### src/rtl/game_controller.sv
// game_controller
// Game-flow sequencer for the board-game core. It selects one-player (against
// the AI engine, three levels) or two-player play, alternates turns, validates
// and commits moves, supports undo and surrender, and declares the result.
//
// Ports
//   i_clk, i_rst_n        clock; reset is synchronous and active-high
//   i_mode                0/1/2 = 1P easy/normal/hard, 3 = 2P (latched on start)
//   i_start               begin a new game (IDLE or OVER only)
//   i_surrender           side to move resigns (HUMAN or AI)
//   i_prestep             undo request (HUMAN only)
//   i_row/i_col           human move, qualified by i_player_done
//   i_ai_done/i_ai_row/i_ai_col   AI move result
//   i_chk_done/i_win      win-checker handshake
//   o_state, o_turn       FSM state and side to move (0 black, 1 white)
//   o_we/o_wr_row/o_wr_col/o_wr_val   board write port (val 0 = erase)
//   o_chk_req, o_ai_req   one-cycle request strobes
//   o_ai_level            latched AI difficulty
//   o_invalid             rejected human move
//   o_winner, o_move_cnt  result (0 none, 1 black, 2 white, 3 draw), stones on board
module game_controller #(
    parameter int BOARD_N = 15,
    parameter int HIST_D  = 16
) (
    input  logic       i_clk,
    input  logic       i_rst_n,
    input  logic [1:0] i_mode,
    input  logic       i_start,
    input  logic       i_surrender,
    input  logic       i_prestep,
    input  logic [3:0] i_row,
    input  logic [3:0] i_col,
    input  logic       i_player_done,
    input  logic       i_ai_done,
    input  logic [3:0] i_ai_row,
    input  logic [3:0] i_ai_col,
    input  logic       i_chk_done,
    input  logic       i_win,
    output logic [2:0] o_state,
    output logic       o_turn,
    output logic       o_we,
    output logic [3:0] o_wr_row,
    output logic [3:0] o_wr_col,
    output logic [1:0] o_wr_val,
    output logic       o_chk_req,
    output logic       o_ai_req,
    output logic [1:0] o_ai_level,
    output logic       o_invalid,
    output logic [1:0] o_winner,
    output logic [7:0] o_move_cnt
);

    localparam int CELLS = BOARD_N * BOARD_N;
    localparam int IDX_W = $clog2(CELLS);
    localparam int HP_W  = (HIST_D > 1) ? $clog2(HIST_D) : 1;
    localparam int HC_W  = $clog2(HIST_D + 1);

    typedef enum logic [2:0] {
        ST_IDLE  = 3'd0,
        ST_HUMAN = 3'd1,
        ST_PLACE = 3'd2,
        ST_JUDGE = 3'd3,
        ST_AI    = 3'd4,
        ST_UNDO  = 3'd5,
        ST_OVER  = 3'd6
    } state_t;

    // Linear occupancy-bitmap index of a board cell.
    function automatic logic [IDX_W-1:0] cell_idx(input logic [3:0] r, input logic [3:0] c);
        cell_idx = IDX_W'(int'(r) * BOARD_N + int'(c));
    endfunction

    function automatic logic in_range(input logic [3:0] r, input logic [3:0] c);
        in_range = (int'(r) < BOARD_N) && (int'(c) < BOARD_N);
    endfunction

    // History pointer moves circularly so that an overflowing push silently
    // overwrites the oldest entry.
    function automatic logic [HP_W-1:0] wp_inc(input logic [HP_W-1:0] p);
        if (p == HP_W'(HIST_D - 1)) begin
            wp_inc = HP_W'(0);
        end else begin
            wp_inc = p + HP_W'(1);
        end
    endfunction

    function automatic logic [HP_W-1:0] wp_dec(input logic [HP_W-1:0] p);
        if (p == HP_W'(0)) begin
            wp_dec = HP_W'(HIST_D - 1);
        end else begin
            wp_dec = p - HP_W'(1);
        end
    endfunction

    state_t            state_r, state_n;
    logic              turn_r, turn_n;
    logic [1:0]        level_r, level_n;
    logic              two_p_r, two_p_n;
    logic [CELLS-1:0]  board_r, board_n;
    logic [7:0]        hist_mem_r [HIST_D];
    logic [7:0]        hist_mem_n [HIST_D];
    logic [HP_W-1:0]   wp_r, wp_n;
    logic [HC_W-1:0]   hcnt_r, hcnt_n;
    logic [7:0]        cnt_r, cnt_n;
    logic [1:0]        winner_r, winner_n;
    logic              undo_left_r, undo_left_n;
    logic              we_r, we_n;
    logic [3:0]        wr_row_r, wr_row_n;
    logic [3:0]        wr_col_r, wr_col_n;
    logic [1:0]        wr_val_r, wr_val_n;
    logic              chk_req_r, chk_req_n;
    logic              ai_req_r, ai_req_n;
    logic              invalid_r, invalid_n;

    logic              hum_ok_s;
    logic              ai_ok_s;
    logic [7:0]        top_s;
    logic [HC_W-1:0]   need_s;
    logic [1:0]        stone_s;
    logic              pop_s;

    // Move legality: coordinate on the board and the cell still empty.
    always_comb begin
        hum_ok_s = 1'b0;
        ai_ok_s  = 1'b0;
        if (in_range(i_row, i_col)) begin
            hum_ok_s = !board_r[cell_idx(i_row, i_col)];
        end else begin
            hum_ok_s = 1'b0;
        end
        if (in_range(i_ai_row, i_ai_col)) begin
            ai_ok_s = !board_r[cell_idx(i_ai_row, i_ai_col)];
        end else begin
            ai_ok_s = 1'b0;
        end
    end

    // Top of the history stack and the number of entries one undo consumes.
    always_comb begin
        top_s   = hist_mem_r[wp_dec(wp_r)];
        need_s  = two_p_r ? HC_W'(1) : HC_W'(2);
        stone_s = turn_r ? 2'd2 : 2'd1;
    end

    // Next-state and next-output logic for the whole controller.
    always_comb begin
        state_n     = state_r;
        turn_n      = turn_r;
        level_n     = level_r;
        two_p_n     = two_p_r;
        board_n     = board_r;
        hist_mem_n  = hist_mem_r;
        wp_n        = wp_r;
        hcnt_n      = hcnt_r;
        cnt_n       = cnt_r;
        winner_n    = winner_r;
        undo_left_n = undo_left_r;
        we_n        = 1'b0;
        wr_row_n    = wr_row_r;
        wr_col_n    = wr_col_r;
        wr_val_n    = wr_val_r;
        chk_req_n   = 1'b0;
        ai_req_n    = 1'b0;
        invalid_n   = 1'b0;
        pop_s       = 1'b0;

        case (state_r)
            ST_IDLE, ST_OVER: begin
                if (i_start) begin
                    level_n  = (i_mode == 2'd3) ? 2'd0 : i_mode;
                    two_p_n  = (i_mode == 2'd3);
                    board_n  = {CELLS{1'b0}};
                    wp_n     = HP_W'(0);
                    hcnt_n   = HC_W'(0);
                    cnt_n    = 8'd0;
                    winner_n = 2'd0;
                    turn_n   = 1'b0;
                    state_n  = ST_HUMAN;
                end else begin
                    state_n = state_r;
                end
            end

            ST_HUMAN: begin
                if (i_surrender) begin
                    winner_n = turn_r ? 2'd1 : 2'd2;
                    state_n  = ST_OVER;
                end else if (i_prestep) begin
                    if (hcnt_r >= need_s) begin
                        // First pop happens on entry; a second one (1P) follows in UNDO.
                        pop_s       = 1'b1;
                        undo_left_n = !two_p_r;
                        turn_n      = two_p_r ? ~turn_r : turn_r;
                        state_n     = ST_UNDO;
                    end else begin
                        state_n = ST_HUMAN;
                    end
                end else if (i_player_done) begin
                    if (hum_ok_s) begin
                        we_n      = 1'b1;
                        wr_row_n  = i_row;
                        wr_col_n  = i_col;
                        wr_val_n  = stone_s;
                        chk_req_n = 1'b1;
                        state_n   = ST_PLACE;
                    end else begin
                        invalid_n = 1'b1;
                    end
                end else begin
                    state_n = ST_HUMAN;
                end
            end

            ST_AI: begin
                if (i_surrender) begin
                    winner_n = turn_r ? 2'd1 : 2'd2;
                    state_n  = ST_OVER;
                end else if (i_ai_done) begin
                    if (ai_ok_s) begin
                        we_n      = 1'b1;
                        wr_row_n  = i_ai_row;
                        wr_col_n  = i_ai_col;
                        wr_val_n  = stone_s;
                        chk_req_n = 1'b1;
                        state_n   = ST_PLACE;
                    end else begin
                        ai_req_n = 1'b1;
                    end
                end else begin
                    state_n = ST_AI;
                end
            end

            ST_PLACE: begin
                // The write strobe is visible this cycle; bookkeeping commits at its end.
                board_n[cell_idx(wr_row_r, wr_col_r)] = 1'b1;
                hist_mem_n[wp_r] = {wr_row_r, wr_col_r};
                wp_n    = wp_inc(wp_r);
                hcnt_n  = (hcnt_r == HC_W'(HIST_D)) ? hcnt_r : hcnt_r + HC_W'(1);
                cnt_n   = cnt_r + 8'd1;
                state_n = ST_JUDGE;
            end

            ST_JUDGE: begin
                if (i_chk_done) begin
                    if (i_win) begin
                        winner_n = stone_s;
                        state_n  = ST_OVER;
                    end else if (cnt_r == 8'(CELLS)) begin
                        winner_n = 2'd3;
                        state_n  = ST_OVER;
                    end else begin
                        turn_n = ~turn_r;
                        if (!two_p_r && !turn_r) begin
                            ai_req_n = 1'b1;
                            state_n  = ST_AI;
                        end else begin
                            state_n = ST_HUMAN;
                        end
                    end
                end else begin
                    state_n = ST_JUDGE;
                end
            end

            ST_UNDO: begin
                if (undo_left_r) begin
                    pop_s       = 1'b1;
                    undo_left_n = 1'b0;
                end else begin
                    state_n = ST_HUMAN;
                end
            end

            default: begin
                state_n = ST_IDLE;
            end
        endcase

        if (pop_s) begin
            board_n[cell_idx(top_s[7:4], top_s[3:0])] = 1'b0;
            wp_n     = wp_dec(wp_r);
            hcnt_n   = hcnt_r - HC_W'(1);
            cnt_n    = cnt_r - 8'd1;
            we_n     = 1'b1;
            wr_row_n = top_s[7:4];
            wr_col_n = top_s[3:0];
            wr_val_n = 2'd0;
        end else begin
            pop_s = 1'b0;
        end
    end

    // State and output registers with synchronous active-high reset.
    always_ff @(posedge i_clk) begin
        if (i_rst_n) begin
            state_r     <= ST_IDLE;
            turn_r      <= 1'b0;
            level_r     <= 2'd0;
            two_p_r     <= 1'b0;
            board_r     <= {CELLS{1'b0}};
            hist_mem_r  <= '{default: 8'd0};
            wp_r        <= HP_W'(0);
            hcnt_r      <= HC_W'(0);
            cnt_r       <= 8'd0;
            winner_r    <= 2'd0;
            undo_left_r <= 1'b0;
            we_r        <= 1'b0;
            wr_row_r    <= 4'd0;
            wr_col_r    <= 4'd0;
            wr_val_r    <= 2'd0;
            chk_req_r   <= 1'b0;
            ai_req_r    <= 1'b0;
            invalid_r   <= 1'b0;
        end else begin
            state_r     <= state_n;
            turn_r      <= turn_n;
            level_r     <= level_n;
            two_p_r     <= two_p_n;
            board_r     <= board_n;
            hist_mem_r  <= hist_mem_n;
            wp_r        <= wp_n;
            hcnt_r      <= hcnt_n;
            cnt_r       <= cnt_n;
            winner_r    <= winner_n;
            undo_left_r <= undo_left_n;
            we_r        <= we_n;
            wr_row_r    <= wr_row_n;
            wr_col_r    <= wr_col_n;
            wr_val_r    <= wr_val_n;
            chk_req_r   <= chk_req_n;
            ai_req_r    <= ai_req_n;
            invalid_r   <= invalid_n;
        end
    end

    assign o_state    = state_r;
    assign o_turn     = turn_r;
    assign o_we       = we_r;
    assign o_wr_row   = wr_row_r;
    assign o_wr_col   = wr_col_r;
    assign o_wr_val   = wr_val_r;
    assign o_chk_req  = chk_req_r;
    assign o_ai_req   = ai_req_r;
    assign o_ai_level = level_r;
    assign o_invalid  = invalid_r;
    assign o_winner   = winner_r;
    assign o_move_cnt = cnt_r;

endmodule

### config.mk
export PLATFORM = sky130hd
export DESIGN_NAME = game_controller
export DESIGN_NICKNAME = d
export VERILOG_FILES = /design/src/rtl/game_controller.sv
export SDC_FILE = /design/constraint.sdc
export NUM_CORES = 1
export LEC_CHECK = 0
export ABC_AREA = 1
export CAP_MARGIN = 25
export CORE_ASPECT_RATIO = 2
export CORE_MARGIN = 2
export CORE_UTILIZATION = 30
export DETAILED_ROUTE_END_ITERATION = 8
export SYNTH_ARGS = -nofsm -noshare
export SYNTH_HDL_FRONTEND = slang
export SYNTH_SLANG_ARGS = --single-unit
### constraint.sdc
create_clock -name i_clk -period 7.5 [get_ports i_clk]
set_input_delay 1.125 -clock i_clk [delete_from_list [all_inputs] [get_ports i_clk]]
set_output_delay 1.125 -clock i_clk [all_outputs]
set_load 0.05 [all_outputs]
==> flow_metrics.py, run 1 <==
metrics = {
    "outcome": {
        "outcome": "finished clean",
    },
    "detailed_routing": {
        "drt-total-wl_um": 119000,
        "wire_per_inst_um": 24.2,
        "vias": 27912,
        "vias_per_cell": 5.67,
        "drtAntennaViolNets": 0,
        "drt_iter0_drc": 2577,
        "drcViolationCount": 0,
        "first_pass_iters": 7,
    },
    "power_and_ir_drop": {
        "p_sw_share_pct": 54.2,
        "leakage_nw": 10.8,
        "powerDensity_nw_per_um2": 349,
        "switchingPower_mw": 5.38,
        "ir_drop_mv": 0.223,
        "p_comb_share_pct": 56.2,
        "power.internal_mw": 4.55,
        "seqPwrFrac_pct": 22.8,
        "pwr-share-clk_pct": 21.0,
    },
    "logic_synthesis": {
        "synth.distinct_cells": 62,
        "yosysWarnings": 0,
        "syn_inst": 3839,
        "syn-num-nets": 3975,
        "ys_seq_area_share_pct": 30.4,
        "synth_seq_cells": 394,
        "avgSynthCellArea_sq_um": 6.75,
        "synth_area_sq_um": 25900,
    },
    "sta": {
        "finalSetupViolCount": 0,
        "hold_viol_final": 0,
        "period_share_pct": 89.2,
        "maxSlewViolCount": 0,
        "rsz0062_at_grt": "no",
        "worst-slew-pin-transition_ns": 1.20,
        "slew_headroom_pct": 19.6,
        "hold_slack_ns": 0.470,
        "max_freq_mhz": 149,
        "tns_ns": 0,
        "worst_clock_skew_ns": 0.0156,
        "fin_crit_ns": 6.69,
        "fin_ws_ns": 0.807,
    },
    "global_routing": {
        "overflow": 0,
        "grt_pass1_wl_um": 174000,
        "grt_max_degree": 135,
        "first_global_vias": 26464,
        "track_usage_pct": 26.5,
        "antenna_found_initial": 4,
    },
    "cts": {
        "holdBufCountCts": 0,
        "cts.path.max_buffers": 3,
        "cts_tree": "yes",
        "h-tree-depth": 2,
        "cts_setup_buffers": 0,
        "clock_sinks": 394,
        "clk_pin_slew_ns": 0.07,
        "worst_skew_pair.late_latency_ns": 0.60,
        "clock-root-buffer": "clkbuf_16",
        "cts_resized": 0,
        "cts_made_buffers": 38,
    },
    "worst_setup_path": {
        "required_ns": 7.99,
        "crit_path_max_fanout": 37,
        "end_kind": "register",
        "worstPathArrival_ns": 7.18,
        "reg2reg_depth": 26,
        "path_class": "reg -> reg",
        "worstSetupStartpointType": "register",
    },
    "floorplan": {
        "initial_core_util_pct": 30.2,
        "die_w_um": 212,
        "ios": 57,
        "die_area_sq_um": 88900,
        "core-area_sq_um": 85800,
        "die-height_um": 420,
        "rows": 152,
    },
    "finish": {
        "nNetsFinal": 3870,
        "drive_gt1_share_pct": 7.07,
        "mostFrequentLayoutCell": "a21oi_1",
        "multi_input_area_sq_um": 15200,
        "fillers": 9336,
        "layout_common_cells": "a21oi_1, nand2_1, dfxtp_1",
        "syn_to_final_growth_pct": 9.86,
        "regArea_sq_um": 7890,
    },
    "placement": {
        "gp_congestion": 1.08,
        "numPortBuffers": 56,
        "dpl.hpwl_um": 79000,
        "post-place-ws_ns": 0.931,
    },
    "hold_path": {
        "holdCritPathClass": "reg -> reg",
        "hold_depth": 2,
    },
    "job": {
        "maxCapViolCount": 0,
    },
}
==> cell families after synthesis <==
logic type | synth area share, %
simple gates | 24.8
flops | 30.4
fa+ha+maj | 6.08
buf+inv | 11.2
compound gates | 26.3
xor+xnor | 1.17
==> worst max-delay path, stage by stage, from the launching register on <==
cell,delay [ns]
dfxtp_1,0.49
inv_1,0.18
ha_1,0.26
nand2_1,0.13
nand2_2,0.07
inv_2,0.52
buf_4,0.28
nand2_1,0.06
a32o_1,0.22
o211ai_1,0.30
nand2_1,0.37
inv_1,0.22
fa_1,0.45
ha_1,0.33
ha_1,0.30
ha_1,0.34
inv_1,0.09
o21bai_1,0.06
a31oi_1,0.23
inv_1,0.09
a21oi_2,0.18
o21bai_4,0.10
xor2_2,0.18
nor2_4,0.19
nand2_1,0.47
o211ai_1,0.37
nor2_1,0.07
==> state kept, by name (all words and copies together) (netlist names) <==
register	flops
board_r	225
o_move_cnt	8
undo_left_r	1
two_p_r	1
o_invalid	1
o_wr_row	4
o_state	3
o_winner	2
o_wr_val	2
o_chk_req	1
o_wr_col	4
o_turn	1
hist_mem_r	128
o_ai_level	2
o_we	1
wp_r	4
o_ai_req	1
hcnt_r	5
==> layout make-up <==
| type | instances | share of cell area, % |
|---|---|---|
| Antenna cell | 2 | 0.0176 |
| Clock buffer | 55 | 3.92 |
| Clock inverter | 13 | 0.567 |
| Inverter | 393 | 5.20 |
| Multi-Input combinational cell | 2778 | 53.4 |
| Sequential cell | 394 | 27.7 |
| Tap cell | 1155 | 5.08 |
| Timing Repair Buffer | 129 | 4.12 |
==> cells in the mapped netlist (all sizes together) <==
| cell | instances | area (sq um) |
|---|---|---|
| ha | 81 | 1010 |
| nor2 | 406 | 1690 |
| buf | 161 | 1010 |
| dfxtp | 394 | 7890 |
| o31ai | 3 | 22.5 |
| o211ai | 229 | 1720 |
| o221ai | 9 | 78.8 |
| nand3b | 3 | 22.5 |
| or2 | 5 | 31.3 |
| o21bai | 5 | 56.3 |
| a32o | 8 | 80.1 |
| nor3 | 61 | 359 |
| o21a | 1 | 7.51 |
| nand4 | 21 | 161 |
| fa | 28 | 561 |
| nand2 | 599 | 2350 |
| a221oi | 5 | 43.8 |
| a22oi | 1 | 7.51 |
| clkbuf | 113 | 424 |
| a32oi | 1 | 8.76 |
| a21boi | 1 | 7.51 |
| o21ai | 314 | 1580 |
| o22ai | 11 | 68.8 |
| and3 | 1 | 6.26 |
| nor4 | 5 | 31.3 |
| a211oi | 13 | 97.6 |
| xnor2 | 10 | 121 |
| o211a | 2 | 20.0 |
| a21oi | 573 | 2900 |
| clkinv | 14 | 52.6 |
| a2111oi | 3 | 32.5 |
| nand3 | 351 | 1780 |
| a21o | 2 | 16.3 |
| a31oi | 10 | 62.6 |
| xor2 | 16 | 181 |
| inv | 379 | 1420 |
==> metrics by stage <==
stage	instance area, sq um	power (mW)	util (%)	cells
after floorplan	25900	5.66	-	3839
after CTS	28400	9.71	33.1	4907
after detailed placement	27100	7.64	31.6	4839
after global placement	27000	7.61	31.5	4835
final	28500	9.93	33.2	4919
after global routing	28500	10.3	33.2	4917
==> routing by layer <==
metal	track usage [%]	routed length [um]	up-vias
met2	45.0	56600	1477
met1	26.3	38400	13061
met3	5.58	9640	590
met5	0	23	-
li1	-	-	12780
met4	26.8	14300	4
==> power groups by stage <==
| stage | Clock, mW | Combinational, mW | Sequential [mW] |
|---|---|---|---|
| after global routing | 2.18 | 5.82 | 2.27 |
| after CTS | 2.10 | 5.35 | 2.26 |
| after floorplan | 0 | 3.29 | 2.37 |
| after global placement | 0 | 5.30 | 2.31 |
| final | 2.09 | 5.58 | 2.26 |
| after detailed placement | 0 | 5.33 | 2.31 |
==> path summary, 6_finish.rpt <==
kind	from	end	slack (ns)
worst min register to register	o_ai_level[1]	o_ai_level[1]	0.47
worst max register to register	wp_r[0]	board_r[177]	0.81
worst max-delay path	wp_r[0]	board_r[177]	0.81
worst min-delay path	o_ai_level[1]	o_ai_level[1]	0.47
Note: power is estimated with default switching activity, not from simulation.
==> inputs of run 2 (changes only) <==
HOLD_SLACK_MARGIN = 0.03   (was default)
PLACE_DENSITY = 0.49   (was default)
==> run 2 against run 1 <==
Global-route usage rose by 0.94 points; wire length rose by 3.9%; clock-buffer cell count rose by 2; die area did not move; clock skew rose by 0.045 ns; sequential share of layout area fell by 0.22 points; final area rose by 0.81%; highest routed layer is now met4; sequential cell count did not move; power rose by 2.0%; largest cell class unchanged; utilization rose by 0.27 points; critical path type unchanged.
==> flow_metrics.py, run 2 (synthesis gave the netlist of run 1 again) <==
metrics = {
    "sta": {
        "rsz0062_at_grt": "no",
        "tns_ns": 0,
        "maxSlewViolCount": 0,
        "worst-slew-pin-transition_ns": 1.14,
        "fin_ws_ns": 0.996,
        "period_share_pct": 86.7,
        "hold_viol_final": 0,
        "slew_headroom_pct": 24.0,
        "worst_clock_skew_ns": 0.0602,
        "finalSetupViolCount": 0,
        "max_freq_mhz": 154,
        "fin_crit_ns": 6.50,
    },
    "finish": {
        "fin_cells": 4926,
        "largest_register_ffs": 225,
        "layout_common_cells": "a21oi_1, nand2_1, dfxtp_1",
        "drive_gt1_share_pct": 7.29,
        "mostFrequentLayoutCell": "a21oi_1",
        "diodes": 0,
        "final_area_sq_um": 28700,
        "fillers": 9485,
        "post-route-util_pct": 33.5,
        "nNetsFinal": 3877,
        "syn_to_final_growth_pct": 10.8,
        "top_register": "board_r",
    },
    "detailed_routing": {
        "vias": 27412,
        "wire_per_inst_um": 25.1,
        "drcViolationCount": 0,
        "drt-total-wl_um": 124000,
        "vias_per_cell": 5.56,
        "first_pass_iters": 6,
        "drt_iter0_drc": 2539,
        "drtAntennaViolNets": 0,
    },
    "placement": {
        "numPortBuffers": 56,
        "dpl_cell_area_sq_um": 27300,
        "post-place-ws_ns": 1.06,
        "dpl.hpwl_um": 84000,
        "gp_congestion": 1.02,
        "place_inst": 4850,
    },
    "hold_path": {
        "holdCritPathClass": "reg -> reg",
    },
    "floorplan": {
        "core-area_sq_um": 85800,
        "die_w_um": 212,
        "initial_core_util_pct": 30.2,
        "rows": 152,
        "die_area_sq_um": 88900,
        "die-height_um": 420,
        "ios": 57,
    },
    "worst_setup_path": {
        "required_ns": 7.98,
        "end_kind": "register",
        "crit_top_cell": "nand2_1",
        "crit_slowest_cell": "inv_2",
        "path_class": "reg -> reg",
        "worstPathArrival_ns": 6.98,
        "cp_slowest_stage_delay_ns": 0.61,
        "crit_path_max_fanout": 46,
        "worstSetupStartpointType": "register",
        "path_cells": "inv_1 -> ha_1 -> nand2_1 -> nand2_2 -> inv_2 -> nand2_1 -> a32o_1 -> o211ai_1 -> nand2_1 -> fa_1 -> fa_1 -> inv_1 -> fa_1 -> ha_1 -> nand2_1 -> nand2_1 -> a31oi_1 -> o21bai_1 -> a21o_2 -> xor2_4 -> nor2_4 -> nand2_1 -> o211ai_1 -> nor2_1",
    },
    "cts": {
        "cts_made_buffers": 41,
        "cts_tree": "yes",
        "worst_skew_pair.late_latency_ns": 0.62,
        "holdBufCountCts": 0,
        "h-tree-depth": 2,
        "cts.path.max_buffers": 3,
        "clk_pin_slew_ns": 0.07,
        "cts_resized": 0,
        "cts_setup_buffers": 0,
        "clock_sinks": 394,
        "clock-root-buffer": "clkbuf_16",
    },
    "global_routing": {
        "overflow": 0,
        "first_global_vias": 26671,
        "grt_pass1_wl_um": 179000,
        "antenna_found_initial": 1,
        "track_usage_pct": 27.5,
        "grt_max_degree": 125,
    },
    "power_and_ir_drop": {
        "powerDensity_nw_per_um2": 353,
        "leakage_nw": 10.9,
        "ir_drop_mv": 0.268,
    },
    "outcome": {
        "outcome": "finished clean",
    },
    "job": {
        "maxCapViolCount": 0,
    },
}
## run 2: final cells by class
cell class | instances | area [sq um] | share of cell area, %
clock inverter | 16 | 193 | 0.672
clock buffer | 57 | 1170 | 4.06
inverter | 393 | 1480 | 5.17
tap | 1155 | 1450 | 5.04
multi-input combinational | 2778 | 15200 | 53.0
timing repair buffer | 133 | 1320 | 4.60
sequential | 394 | 7890 | 27.5
## run 2: worst paths after layout
check | slack (ns) | end | start | cells past startpoint
max reg2reg | 1.0 | board_r[179] | wp_r[0] | 24
min | 0.47 | o_ai_level[1] | o_ai_level[1] | 2
max | 1.0 | board_r[179] | wp_r[0] | 24
min reg2reg | 0.47 | o_ai_level[1] | o_ai_level[1] | 2
## run 2: power by group
part / total, mW / switching, mW / leakage (nW) / internal (mW)
Clock: 2.18 / 1.01 / 0.670 / 1.17
Combinational: 5.68 / 4.39 / 7.06 / 1.29
Sequential: 2.26 / 0.102 / 3.18 / 2.16
Total: 10.1 / 5.51 / 10.9 / 4.62
## run 2: critical path, delay by kind of cell, from the launching register on
kind	cells	cell delay, ns
fa+ha+maj	5	2.19
buf+inv	3	0.82
flops	1	0.47
simple gates	9	1.32
xor+xnor	1	0.18
compound gates	6	1.36
## run 2: per-layer routing
layer  vias to the layer above  wire length (um)  GRT usage, %
met5                         -                 0             0
met4                         0             15100          27.7
met3                       512              6680          3.35
met2                      1116             60100          48.0
met1                     12970             41800          27.5
li1                      12814                 -             -
## run 2: per-stage QoR
| stage | hold slack (ns) | total power [mW] |
|---|---|---|
| detailed placement | 0.461 | 7.84 |
| finish | 0.473 | 10.1 |
| CTS | 0.473 | 10.0 |
| floorplan | 0.444 | 5.66 |
| global route | 0.499 | 10.5 |
| global placement | 0.459 | 7.82 |
